**src/rtl/fila_entrada_pkg.sv**
```systemverilog
// Shared definitions for the accumulator CPU operand path.
// cpu_pkg     : X-register control codes driven by the control FSM (tx bus).
// fila_entrada_pkg : queue defaults and the occupancy-width helper.

package cpu_pkg;

  // X-register control codes; every block that decodes tx imports these.
  localparam logic [3:0] CLEAR  = 4'd0;
  localparam logic [3:0] LOAD   = 4'd1;
  localparam logic [3:0] HOLD   = 4'd2;
  localparam logic [3:0] SHIFTR = 4'd3;

endpackage : cpu_pkg

package fila_entrada_pkg;

  localparam int WIDTH_DEF = 4;
  localparam int DEPTH_DEF = 4;

  // Pointer/occupancy width: one bit more than the address so that a full
  // queue (count == depth) is distinguishable from an empty one.
  function automatic int cw_of(input int depth);
    return $clog2(depth) + 1;
  endfunction

endpackage : fila_entrada_pkg

```
**src/rtl/fila_entrada_if.sv**
```systemverilog
// Operand queue bus: producer handshake, control code in, head operand and
// status out.
// master : producer + control FSM side; slave : the queue itself.

interface fila_entrada_if
  import fila_entrada_pkg::*;
#(
  parameter int WIDTH = WIDTH_DEF,
  parameter int DEPTH = DEPTH_DEF,
  parameter int CW    = cw_of(DEPTH)
);

  logic [WIDTH-1:0] dado_in;     // operand offered by the producer
  logic             dado_valid;  // producer has an operand
  logic             dado_ready;  // queue can take it
  logic [3:0]       tx;          // X-register control code
  logic [WIDTH-1:0] entrada;     // head operand to the X register
  logic             vazio;       // queue empty
  logic             cheio;       // queue full
  logic [CW-1:0]    contagem;    // occupancy 0..DEPTH
  logic             underflow;   // sticky: LOAD seen while empty

  modport master (
    output dado_in, dado_valid, tx,
    input  dado_ready, entrada, vazio, cheio, contagem, underflow
  );

  modport slave (
    input  dado_in, dado_valid, tx,
    output dado_ready, entrada, vazio, cheio, contagem, underflow
  );

endinterface : fila_entrada_if

```
**src/rtl/fila_entrada.sv**
```systemverilog
// First-word-fall-through operand queue feeding the X register.
// Ports: clock, reset_n (sync, active-low), bus (fila_entrada_if.slave).
// Latency: a push into an empty queue shows on entrada after the same edge;
// a LOAD retires the head on its edge. Backpressure: dado_ready = !cheio,
// taken only from the pointer registers.

module fila_entrada
  import cpu_pkg::*;
  import fila_entrada_pkg::*;
#(
  parameter int WIDTH = WIDTH_DEF,
  parameter int DEPTH = DEPTH_DEF
) (
  input  logic              clock,
  input  logic              reset_n,
  fila_entrada_if.slave     bus
);

  localparam int CW = cw_of(DEPTH);
  localparam int AW = CW - 1;

  // Pointer registers carry one extra wrap bit above the address.
  logic [CW-1:0]    wr_ptr_q, wr_ptr_d;
  logic [CW-1:0]    rd_ptr_q, rd_ptr_d;
  logic             underflow_q, underflow_d;
  logic [WIDTH-1:0] mem_q [DEPTH];

  logic [AW-1:0]    wr_idx;
  logic [AW-1:0]    rd_idx;
  logic             vazio;
  logic             cheio;
  logic             is_load;
  logic             push;
  logic             pop;

  assign wr_idx = wr_ptr_q[AW-1:0];
  assign rd_idx = rd_ptr_q[AW-1:0];

  // Status is purely a function of the pointers, never of valid or tx.
  assign vazio = (wr_ptr_q == rd_ptr_q);
  assign cheio = (wr_ptr_q[CW-1] != rd_ptr_q[CW-1]) &&
                 (wr_ptr_q[AW-1:0] == rd_ptr_q[AW-1:0]);

  assign is_load = (bus.tx == LOAD);

  // A full queue refuses pushes even if the head retires on the same edge;
  // the slot frees up one cycle later.
  assign push = bus.dado_valid && !cheio;
  // A LOAD on an empty queue does not pop, even if a word is pushed on the
  // same edge: that word only becomes the head after the edge.
  assign pop  = is_load && !vazio;

  always_comb begin
    wr_ptr_d    = wr_ptr_q;
    rd_ptr_d    = rd_ptr_q;
    underflow_d = underflow_q;
    if (push) begin
      wr_ptr_d = wr_ptr_q + 1'b1;
    end
    if (pop) begin
      rd_ptr_d = rd_ptr_q + 1'b1;
    end
    if (is_load && vazio) begin
      underflow_d = 1'b1;
    end
  end

  // Storage is deliberately not cleared by reset; only pointers and the flag.
  always_ff @(posedge clock) begin
    if (!reset_n) begin
      wr_ptr_q    <= '0;
      rd_ptr_q    <= '0;
      underflow_q <= 1'b0;
    end else begin
      wr_ptr_q    <= wr_ptr_d;
      rd_ptr_q    <= rd_ptr_d;
      underflow_q <= underflow_d;
      if (push) begin
        mem_q[wr_idx] <= bus.dado_in;
      end
    end
  end

  assign bus.vazio      = vazio;
  assign bus.cheio      = cheio;
  assign bus.dado_ready = !cheio;
  assign bus.contagem   = wr_ptr_q - rd_ptr_q;
  assign bus.underflow  = underflow_q;
  // Empty queue presents zero so an underflowed LOAD behaves like CLEAR.
  assign bus.entrada    = vazio ? '0 : mem_q[rd_idx];

endmodule : fila_entrada
```
**src/flat_wrapper.sv**
```systemverilog
// flat-port wrapper written by rule: the top's interface ports become plain ports
module fila_entrada_flat import cpu_pkg::*; import fila_entrada_pkg::*;
#(
  parameter int WIDTH = WIDTH_DEF,
  parameter int DEPTH = DEPTH_DEF
)
  (clock, reset_n, bus_dado_in, bus_dado_valid, bus_tx, bus_dado_ready, bus_entrada, bus_vazio, bus_cheio, bus_contagem, bus_underflow);
  fila_entrada_if #(.WIDTH(WIDTH), .DEPTH(DEPTH)) bus_i ();
  input  logic clock;
  input  logic reset_n;
  input wire logic [$bits(bus_i.dado_in)-1:0] bus_dado_in;
  input wire logic [$bits(bus_i.dado_valid)-1:0] bus_dado_valid;
  input wire logic [$bits(bus_i.tx)-1:0] bus_tx;
  output wire logic [$bits(bus_i.dado_ready)-1:0] bus_dado_ready;
  output wire logic [$bits(bus_i.entrada)-1:0] bus_entrada;
  output wire logic [$bits(bus_i.vazio)-1:0] bus_vazio;
  output wire logic [$bits(bus_i.cheio)-1:0] bus_cheio;
  output wire logic [$bits(bus_i.contagem)-1:0] bus_contagem;
  output wire logic [$bits(bus_i.underflow)-1:0] bus_underflow;
  assign bus_i.dado_in = bus_dado_in;
  assign bus_i.dado_valid = bus_dado_valid;
  assign bus_i.tx = bus_tx;
  assign bus_dado_ready = bus_i.dado_ready;
  assign bus_entrada = bus_i.entrada;
  assign bus_vazio = bus_i.vazio;
  assign bus_cheio = bus_i.cheio;
  assign bus_contagem = bus_i.contagem;
  assign bus_underflow = bus_i.underflow;
  fila_entrada #(.WIDTH(WIDTH), .DEPTH(DEPTH)) u_core (.clock(clock), .reset_n(reset_n), .bus(bus_i));
endmodule
```
**config.mk**
```make
export PLATFORM = sky130hd
export DESIGN_NAME = fila_entrada_flat
export DESIGN_NICKNAME = d
export VERILOG_FILES = /design/src/rtl/fila_entrada_pkg.sv /design/src/rtl/fila_entrada_if.sv /design/src/rtl/fila_entrada.sv /design/src/flat_wrapper.sv
export SDC_FILE = /design/constraint.sdc
export NUM_CORES = 1
export LEC_CHECK = 0
export CAP_MARGIN = 20
export CORE_MARGIN = 4
export CORE_UTILIZATION = 25
export DETAILED_ROUTE_END_ITERATION = 6
export GPL_TIMING_DRIVEN = 0
export PLACE_DENSITY = 0.52
export RECOVER_POWER = 100
export SYNTH_ARGS = -nofsm -noshare
export SYNTH_HDL_FRONTEND = slang
export SYNTH_SLANG_ARGS = --single-unit
```
**constraint.sdc**
```tcl
create_clock -name clock -period 2.3 [get_ports clock]
set_clock_uncertainty 0.1 [all_clocks]
set_input_delay 0.23 -clock clock [delete_from_list [all_inputs] [get_ports clock]]
set_output_delay 0.23 -clock clock [all_outputs]
set_load 0.05 [all_outputs]
```
==> summary.txt, run 1 <==
Final layout
  • Layout cells sized above 1: 14.3%
  • Area Overhead vs Synth: 24.3%
  • Nets: 132
  • Fillers: 471
  • Diode count: 0
  • Finished Core Util: 32.7%
  • Final instance area: 1450 sq um

Drt
  • DRC viols: 0
  • WL/cell: 13.8 um
  • Drt total wl: 2260 um
  • Post-DR vias/cell: 4.36
  • DR iter-0 viols: 11
  • Vias: 715
  • Final antenna-violating net count: 0
  • First-pass DRT Iterations: 4

Floorplan
  • Boundary pin count: 22
  • Die ar.: 5830 sq um
  • Initial Util: 26.3%
  • Core area: 4440 sq um
  • Die Y: 76.4 um
  • Die width: 76.4 um
  • FP Rows: 24

Timing
  • Setup violations, final: 0
  • Fin. Hold Viols: 0
  • Final period util: 98.2%
  • Final Slew Violations: 0
  • Maximum clock frequency: 443 MHz
  • RSZ-0062 raised after global routing: yes
  • Slew headroom: 66.5%
  • Slew @ Worst Pin: 502 ps
  • Clock period minus worst slack: 2260 ps

Pwr
  • Worst VDD drop: 212 uV
  • LEAKAGE: 0.586 nW
  • Sw Pwr: 0.252 mW
  • Design internal power: 0.669 mW
  • Cell Pwr Density: 634 nW/um^2
  • Power share of the sequential group: 54.0%
  • Clock power share: 27.6%
  • Comb power frac: 18.4%
  • Net Sw Frac: 27.4%

Clocking
  • Max Root-Sink Buffers: 2
  • Clock Pin Slew Worst Setup and Hold Paths: 80 ps
  • TritonCTS buffer count: 3
  • Post CTS Setup Buffer Count: 0
  • H-tree depth: 1
  • CTS tree: built
  • CTS root buf: clkbuf_8
  • Clock latency on the worst-skew pair: 260 ps
  • Sink Count: 25

Place
  • Post-DP HPWL: 1720 um
  • Cell area after placement: 1450 sq um
  • IO Port Bufs: 21
  • RePlAce Congestion: 0.780

Logic synthesis
  • Yosys cell types: 23
  • Net Count, Synth: 106
  • Syn avg cell area: 13.4 sq um
  • Cells after synthesis: 87
  • Synth Register Bits: 25
  • Syn. warnings: 0
  • Sequential fraction of the synthesis area: 56.5%
  • Syn Std Cell Area: 1170 sq um

Hold path
  • WHS Endpoint: u_core.bus.underflow$_SDFFE_PN0P_
  • Tightest Hold Check Type: flip-flop to flip-flop
  • Hold_sp: u_core.bus.underflow$_SDFFE_PN0P_
  • Hold Path Depth: 1

Critical path
  • CP Class: flip-flop to output port
  • Worst path max stage delay: 540 ps
  • Worst setup EP type: output port
  • Worst path required time: 1970 ps
  • Setup crit start kind: flip-flop
  • CP arrival: 1930 ps
  • Cell depth of the worst flop-to-flop path: 5
  • Reg2reg start: u_core.wr_ptr_q[0]$_SDFFE_PN0P_
  • CP cell instances: inv_1 > ha_1 > nand2_1 > nor2_2 > nor2b_1 > dlygate4sd2_1
  • R2R Setup Slk: 80 ps
  • Maximum fanout along the worst path: 5
  • R2R Path End: u_core.mem_q[0][2]$_DFFE_PP_
  • Slowest-stage cell, CP: dlygate4sd2_1

Global routing
  • Number of global-route vias before repair: 760
  • Initial antenna violation count: 0
  • All-Layer GR Usage: 8.26%
  • First-pass GRT wire length: 3750 um
  • Largest net degree at the start of global routing: 14
  • GR Overflow Total: 0

Status
  • Status: finished, final reports clean

Flow run
  • Max-cap violation count: 0
==> critical path: cells and delay by family, from the launching register on <==
family	cells	cell delay, ps
adder cells (fa/ha/maj)	1	310
AND/OR/NAND/NOR	3	300
flip-flops	1	400
buffers and inverters	2	660
==> placed cells by master (no fill, tap or decap), drive strengths merged, types with 2 or more instances in the layout <==
| cell | instances |
|---|---|
| mux4 | 4 |
| xnor2 | 2 |
| clkdlybuf4s50 | 6 |
| dlygate4sd2 | 3 |
| mux2i | 7 |
| edfxtp | 16 |
| nor2b | 4 |
| nand2b | 3 |
| clkbuf | 7 |
| nand2 | 12 |
| ha | 7 |
| buf | 4 |
| dfxtp | 9 |
| a21oi | 2 |
| inv | 7 |
| dlygate4sd3 | 5 |
| and3 | 4 |
==> kinds of logic after synthesis <==
group                      share of synthesized area [%]
and+or+nand+nor                                     12.2
DFF                                                 56.5
muxes                                               13.7
buffers and inverters                               2.57
adders and majority gates                           9.21
AOI/OAI and AO/OA                                   3.53
xor gates and xnor gates                            2.25
==> worst max path at each step <==
stage / from / endpoint / slack (ps) / cells past startpoint
6_report: u_core.wr_ptr_q[0]$_SDFFE_PN0P_ / bus_entrada[0] / 40 / 6
5_1_grt: u_core.wr_ptr_q[0]$_SDFFE_PN0P_ / bus_entrada[0] / -120 / 6
4_1_cts: u_core.wr_ptr_q[0]$_SDFFE_PN0P_ / bus_contagem[0] / 6 / 4
3_5_place_dp: u_core.wr_ptr_q[0]$_SDFFE_PN0P_ / bus_cheio / -80 / 6
3_3_place_gp: u_core.wr_ptr_q[0]$_SDFFE_PN0P_ / bus_contagem[2] / -80 / 5
2_1_floorplan: u_core.wr_ptr_q[0]$_SDFFE_PN0P_ / bus_contagem[2] / 120 / 4
==> Yosys cell counts <==
cell type  number  area, sq um
xor2_1          1         8.76
nor2_1          1         3.75
dfxtp_1         9          180
mux4_2          4         90.1
clkbuf_1        1         3.75
nor3_1          1         5.00
a211oi_2        1         12.5
nand2_1        12         45.0
o21a_1          1         7.51
xnor2_1         2         17.5
mux2i_1         7         70.1
and2_1          1         6.26
and3_1          4         25.0
nand2b_1        3         18.8
nor2b_1         4         25.0
a21boi_1        1         7.51
fa_1            1         20.0
ha_1            7         87.6
edfxtp_1       16          480
a21oi_1         1         5.00
or4b_4          1         13.8
a21oi_2         1         8.76
inv_1           7         26.3
==> state kept, by name (all words and copies together), names as in the netlist, named ones only <==
register / flops
u_core.bus.underflow: 1
u_core.wr_ptr_q: 3
u_core.mem_q: 16
u_core.rd_ptr_q: 3
==> metrics by stage <==
stage | hold slack (ps) | worst slack (ps) | std cells | TNS (ps) | power (mW)
after floorplan | 229 | 124 | 87 | 0 | 0.622
after global placement | 353 | -79.5 | 160 | -132 | 0.690
after detailed placement | 353 | -80.5 | 160 | -168 | 0.695
after CTS | 382 | 6.11 | 164 | 0 | 0.949
after global routing | 400 | -119 | 164 | -1250 | 0.974
final | 369 | 40.7 | 164 | 0 | 0.921
==> timing repair <==
action | in CTS | in global routing
hold buffers | 0 | 0
resized for setup | 18 | 13
endpoints found under the setup margin | 9 | 26
hold endpoints to repair | 0 | 0
==> power groups by stage <==
stage / clock (mW) / combinational [mW] / sequential [mW]
global placement: 0 / 0.183 / 0.507
floorplan: 0 / 0.114 / 0.508
global route: 0.290 / 0.185 / 0.500
CTS: 0.270 / 0.181 / 0.498
detailed placement: 0 / 0.186 / 0.508
finish: 0.255 / 0.169 / 0.497
==> final cells by class <==
| cell class | count | area [sq um] | area share, % |
|---|---|---|---|
| flip-flops and latches | 25 | 661 | 45.5 |
| multi-input cells | 54 | 473 | 32.6 |
| repair buffers | 21 | 179 | 12.3 |
| well taps | 52 | 65.1 | 4.48 |
| clock buffers | 4 | 45.0 | 3.10 |
| inverters | 7 | 26.3 | 1.81 |
| plain buffers | 1 | 3.75 | 0.258 |
==> routing by layer <==
metal / GRT usage, % / vias up / share of wire, %
met1: 9.85 / 334 / 46
met5: 0 / - / 0
met2: 14.3 / 22 / 48
met3: 3.31 / 2 / 4.9
li1: - / 357 / -
met4: 1.09 / 0 / 0.35
(Power assumes the default switching activity.)
==> run 2: changes to the inputs <==
- CORE_ASPECT_RATIO: not set -> 2
==> summary.txt, run 2 (synthesis gave the netlist of run 1 again) <==
Status
  • Status: finished, final reports clean

Critical path
  • Setup crit start kind: flip-flop
  • Cell depth of the worst flop-to-flop path: 5 (unchanged)
  • Worst path required time: 1970 ps (about the same)
  • Cell mode on critical path: inv_1
  • Levels on crit path: 5 (-1)
  • CP cell instances: inv_1 > ha_1 > fa_1 > inv_1 > clkdlybuf4s15_2
  • Crit path from: u_core.wr_ptr_q[0]$_SDFFE_PN0P_
  • Top Family by Delay on Critical Path: adder cells
  • CP bufs+invs: 3 (+1)
  • CP endpoint: bus_contagem[1]
  • CP Class: flip-flop to output port
  • R2R Path End: u_core.mem_q[2][0]$_DFFE_PP_
  • CP arrival: 1860 ps (-70 ps)
  • Maximum fanout along the worst path: 4 (-1)
  • Worst path max stage delay: 440 ps (-100 ps)
  • R2R Setup Slk: 220 ps (+140 ps)
  • Slowest-stage cell, CP: fa_1
  • Worst setup EP type: output port
  • Reg2reg start: u_core.wr_ptr_q[0]$_SDFFE_PN0P_

Pwr
  • Design internal power: 0.663 mW (-0.86%)
  • Net Sw Frac: 27.4% (about the same)
  • LEAKAGE: 0.562 nW (-4.1%)
  • Worst VDD drop: 269 uV (+27%)
  • Power share of the sequential group: 54.5% (+0.5 points)
  • Sw Pwr: 0.250 mW (-0.84%)
  • Total power: 0.913 mW (-0.85%)
  • Clock power share: 27.4% (-0.2 points)
  • Cell Pwr Density: 628 nW/um^2 (-1.0%)
  • Comb power frac: 18.1% (-0.3 points)

Global routing
  • First-pass GRT wire length: 3660 um (-2.4%)
  • All-Layer GR Usage: 8.09% (-0.17 points)
  • Largest net degree at the start of global routing: 15 (+1)
  • Initial antenna violation count: 0 (unchanged)
  • GR Overflow Total: 0 (unchanged)
  • Number of global-route vias before repair: 781 (+2.8%)

Timing
  • Clock period minus worst slack: 2190 ps (-74.1 ps)
  • Slew headroom: 60.7% (-5.8 points)
  • Fin. Hold Viols: 0 (unchanged)
  • Slew @ Worst Pin: 592 ps (+89.8 ps)
  • RSZ-0062 raised after global routing: no
  • Maximum clock frequency: 458 MHz (+3.4%)
  • Final Slew Violations: 0 (unchanged)
  • Setup violations, final: 0 (unchanged)
  • Final period util: 95.0% (-3.2 points)

Clocking
  • Post CTS Setup Buffer Count: 0 (unchanged)
  • Hold_buf cts: 0 (unchanged)
  • Max Root-Sink Buffers: 2 (unchanged)
  • Sink Count: 25 (unchanged)
  • TritonCTS buffer count: 3 (unchanged)
  • CTS tree: built
  • H-tree depth: 1 (unchanged)
  • CTS root buf: clkbuf_8
  • Clock latency on the worst-skew pair: 260 ps (about the same)
  • Clock Pin Slew Worst Setup and Hold Paths: 80 ps (about the same)
  • Post-cts sizing count: 16 (-2)

Drt
  • WL/cell: 12.9 um (-6.2%)
  • Final antenna-violating net count: 0 (unchanged)
  • First-pass DRT Iterations: 2 (-2)
  • Drt total wl: 2160 um (-4.5%)
  • DRC viols: 0 (unchanged)
  • Vias: 714 (-0.14%)
  • Post-DR vias/cell: 4.28 (-1.9%)
  • DR iter-0 viols: 11 (unchanged)

Floorplan
  • Die ar.: 5900 sq um (+1.1%)
  • Die width: 56.3 um (-26%)
  • Initial Util: 25.7% (-0.64 points)
  • Boundary pin count: 22 (unchanged)
  • FP Rows: 35 (+46%)
  • Core area: 4550 sq um (+2.5%)
  • Die Y: 105 um (+37%)

Final layout
  • Top reg by flops: u_core.mem_q
  • Max reg flops: 16 (unchanged)
  • Largest registers: u_core.mem_q (16), u_core.rd_ptr_q (3), u_core.wr_ptr_q (3)
  • Sequential standard cell area: 661 sq um (unchanged)
  • Layout cells sized above 1: 19.6% (+5.4 points)
  • Multi-input gate area: 484 sq um (+2.4%)
  • Final instance area: 1460 sq um (+0.17%)
  • Diode count: 0 (unchanged)
  • Area Overhead vs Synth: 24.5%
  • Commonest non-fill, non-tap cell in the layout: edfxtp_1
  • Commonest cells after routing, fill and taps aside: edfxtp_1, nand2_1, dfxtp_1
  • Nets: 132 (unchanged)
  • Fillers: 481 (+2.1%)

Place
  • IO Port Bufs: 21 (unchanged)
  • Post-DP HPWL: 1790 um (+4.2%)
  • RePlAce Congestion: 0.773 (-0.92%)
  • Cell area after placement: 1450 sq um (+0.26%)

Flow run
  • Max-cap violation count: 0 (unchanged)

Hold path
  • Tightest Hold Check Type: flip-flop to flip-flop
-- run 2: cell count changes in the layout (fill, tap and decap cells not counted) --
cell / previous run / this run
a21boi_1: 1 / 0
a21boi_2: 0 / 1
buf_2: 4 / 0
clkbuf_2: 2 / 8
clkdlybuf4s15_2: 0 / 1
clkinv_2: 0 / 1
dlygate4sd2_1: 3 / 0
dlymetal6s2s_1: 1 / 0
xor2_1: 1 / 0
xor2_2: 0 / 1
-- run 2: worst min path at each step --
stage	slack (ps)	startpoint	endpoint	cells past startpoint
3_5_place_dp	360	u_core.bus.underflow$_SDFFE_PN0P_	u_core.bus.underflow$_SDFFE_PN0P_	1
4_1_cts	390	u_core.bus.underflow$_SDFFE_PN0P_	u_core.bus.underflow$_SDFFE_PN0P_	1
3_3_place_gp	350	u_core.bus.underflow$_SDFFE_PN0P_	u_core.bus.underflow$_SDFFE_PN0P_	1
2_1_floorplan	230	bus_dado_in[0]	u_core.mem_q[0][0]$_DFFE_PP_	0
5_1_grt	430	u_core.bus.underflow$_SDFFE_PN0P_	u_core.bus.underflow$_SDFFE_PN0P_	1
6_report	390	u_core.bus.underflow$_SDFFE_PN0P_	u_core.bus.underflow$_SDFFE_PN0P_	1
-- run 2: metal layers --
metal | vias up | GRT usage (%) | part of all wire (%)
li1 | 355 | - | -
met1 | 336 | 8.66 | 39
met2 | 21 | 15.2 | 56
met3 | 2 | 0.989 | 4.1
met4 | 0 | 3.57 | 1.1
met5 | - | 0 | 0
-- run 2: power groups by stage --
stage	clock network, mW	logic, mW	registers (mW)
2_1_floorplan	0	0.114	0.508
3_3_place_gp	0	0.182	0.507
3_5_place_dp	0	0.184	0.508
4_1_cts	0.267	0.176	0.498
5_1_grt	0.284	0.181	0.500
6_report	0.250	0.166	0.498
-- run 2: final cells by class --
type	instances	area share, %
tap	55	4.73
buffer	1	0.258
inverter	7	1.81
timing repair buffer	21	11.3
sequential	25	45.4
multi-input combinational	54	33.3
clock buffer	3	2.84
clock inverter	1	0.344
-- run 2: through the flow --
step | util (%) | std cells | TNS, ps | hold slack [ps] | setup WS (ps)
6_report | 32.0 | 167 | 0 | 387 | 115
3_5_place_dp | 31.8 | 163 | -157 | 361 | -89.0
3_3_place_gp | 31.8 | 163 | -133 | 351 | -80.2
2_1_floorplan | - | 87 | 0 | 229 | 124
5_1_grt | 32.0 | 167 | 0 | 427 | 6.11
4_1_cts | 32.8 | 167 | 0 | 387 | 8.51
==> run 3: changes to the inputs <==
- GPL_TIMING_DRIVEN: 0 -> not set
- clock period: 2.3 -> 2.1 ns (I/O delays scaled with it)
==> summary.txt, run 3 (synthesis gave the netlist of run 1 again) <==
Clocking
  • Sink Count: 25 (unchanged)
  • Max Root-Sink Buffers: 2 (unchanged)
  • CTS tree: built
  • CTS root buf: clkbuf_8
  • Hold_buf cts: 0 (unchanged)
  • Clock Pin Slew Worst Setup and Hold Paths: 80 ps (about the same)
  • Clock latency on the worst-skew pair: 270 ps (about the same)
  • TritonCTS buffer count: 3 (unchanged)
  • H-tree depth: 1 (unchanged)

Timing
  • Fin. Hold Viols: 0 (unchanged)
  • RSZ-0062 raised after global routing: no
  • Maximum clock frequency: 499 MHz
  • Final Slew Violations: 0 (unchanged)
  • Slew @ Worst Pin: 592 ps (+0.360 ps)
  • Slew headroom: 60.7% (about the same)
  • Final WS setup: 97.9 ps (-17.0 ps)
  • Setup violations, final: 0 (unchanged)
  • Clock period minus worst slack: 2000 ps
  • TNS Setup: 0 ps (unchanged)
  • Final period util: 95.3%

Critical path
  • Slowest-stage cell, CP: fa_1
  • CP Class: flip-flop to output port
  • CP cell instances: inv_1 > ha_1 > fa_1 > xnor2_2 > buf_12
  • Worst path max stage delay: 410 ps (-30 ps)
  • Worst path required time: 1790 ps (-180 ps)
  • CP arrival: 1690 ps (-170 ps)
  • Maximum fanout along the worst path: 4 (unchanged)
  • Worst setup EP type: output port
  • Setup crit start kind: flip-flop

Floorplan
  • Initial Util: 25.7% (unchanged)
  • Core area: 4550 sq um (unchanged)
  • Die Y: 105 um (unchanged)
  • Die ar.: 5900 sq um (unchanged)
  • Die width: 56.3 um (unchanged)
  • FP Rows: 35 (unchanged)
  • Boundary pin count: 22 (unchanged)

Place
  • Placed insts: 165 (+1.2%)
  • Post-DP HPWL: 2150 um (+20%)
  • IO Port Bufs: 21 (unchanged)
  • Worst slack at placement: 127 ps (+216 ps)
  • RePlAce Congestion: 0.791 (+2.3%)

Global routing
  • All-Layer GR Usage: 9.21% (+1.1 points)
  • Largest net degree at the start of global routing: 15 (unchanged)
  • Number of global-route vias before repair: 800 (+2.4%)
  • Initial antenna violation count: 0 (unchanged)
  • First-pass GRT wire length: 4000 um (+9.1%)
  • GR Overflow Total: 0 (unchanged)

Final layout
  • Finished Layout Cells: 169 (+1.2%)
  • Layout cells sized above 1: 22.8% (+3.2 points)
  • Max reg flops: 16 (unchanged)
  • Commonest cells after routing, fill and taps aside: edfxtp_1, nand2_1
  • Diode count: 0 (unchanged)
  • Commonest non-fill, non-tap cell in the layout: edfxtp_1
  • Top reg by flops: u_core.mem_q
  • Largest registers: u_core.mem_q (16), u_core.rd_ptr_q (3), u_core.wr_ptr_q (3)
  • Fillers: 472 (-1.9%)
  • Area Overhead vs Synth: 33.2%
  • Nets: 134 (+1.5%)

Drt
  • DR iter-0 viols: 24 (+13)
  • Drt total wl: 2420 um (+12%)
  • DRC viols: 0 (unchanged)
  • Vias: 723 (+1.3%)
  • Final antenna-violating net count: 0 (unchanged)
  • Post-DR vias/cell: 4.28 (about the same)
  • First-pass DRT Iterations: 3 (+1)
  • WL/cell: 14.3 um (+11%)

Hold path
  • Tightest Hold Check Type: flip-flop to flip-flop

Pwr
  • Worst VDD drop: 511 uV (+90%)
  • Total power: 1.04 mW (+14%)
  • Cell Pwr Density: 671 nW/um^2 (+6.9%)
  • LEAKAGE: 0.603 nW (+7.4%)

Status
  • Status: finished, final reports clean

Flow run
  • Max-cap violation count: 0 (unchanged)
==> run 3: where the power goes <==
part	total [mW]	switching, mW	internal (mW)
sequential	0.547	0.0102	0.537
combinational	0.224	0.133	0.0909
clock	0.273	0.140	0.133
total	1.04	0.283	0.760
==> run 3: worst max-delay path: cells and delay by family (launching register included) <==
family	cells	cell delay [ps]
xor gates and xnor gates	1	200
DFF	1	360
adders and majority gates	2	610
buffers and inverters	2	250
==> run 3: metrics by stage <==
step	instance area (sq um)	hold WS, ps	utilization (%)
floorplan	1180	209	-
global placement	1560	358	34.3
detailed placement	1560	363	34.3
CTS	1620	387	35.5
global route	1560	409	34.2
finish	1560	374	34.2
==> run 3: area by class of cell <==
class / count / area (sq um) / area share [%]
Tap cell: 55 / 68.8 / 4.42
Inverter: 7 / 26.3 / 1.69
Timing Repair Buffer: 24 / 258 / 16.6
Multi-Input combinational cell: 54 / 494 / 31.8
Clock buffer: 3 / 41.3 / 2.65
Clock inverter: 1 / 5.00 / 0.322
Sequential cell: 25 / 663 / 42.6
==> run 3: timing repair <==
action,CTS,global route
buffers inserted,0,0
resized for setup,1,5
pin swaps,0,1
setup endpoints to repair,4,23
==> run 3: worst paths after layout <==
check,start,end,slack (ps),depth (start not counted)
worst max-delay path,u_core.wr_ptr_q[0]$_SDFFE_PN0P_,bus_contagem[2],100,5
worst min-delay path,u_core.bus.underflow$_SDFFE_PN0P_,u_core.bus.underflow$_SDFFE_PN0P_,370,1
worst max register to register,u_core.wr_ptr_q[0]$_SDFFE_PN0P_,u_core.mem_q[1][0]$_DFFE_PP_,170,5
worst min register to register,u_core.bus.underflow$_SDFFE_PN0P_,u_core.bus.underflow$_SDFFE_PN0P_,370,1
==> run 3: layer usage <==
| metal | routed length, um | track usage (%) | part of all wire [%] | vias up |
|---|---|---|---|---|
| met5 | 0 | 0 | 0 | - |
| met4 | 63 | 4.58 | 2.6 | 0 |
| met3 | 86 | 1.24 | 3.6 | 5 |
| met2 | 1610 | 19.8 | 67 | 17 |
| met1 | 657 | 7.20 | 27 | 340 |
| li1 | - | - | - | 361 |
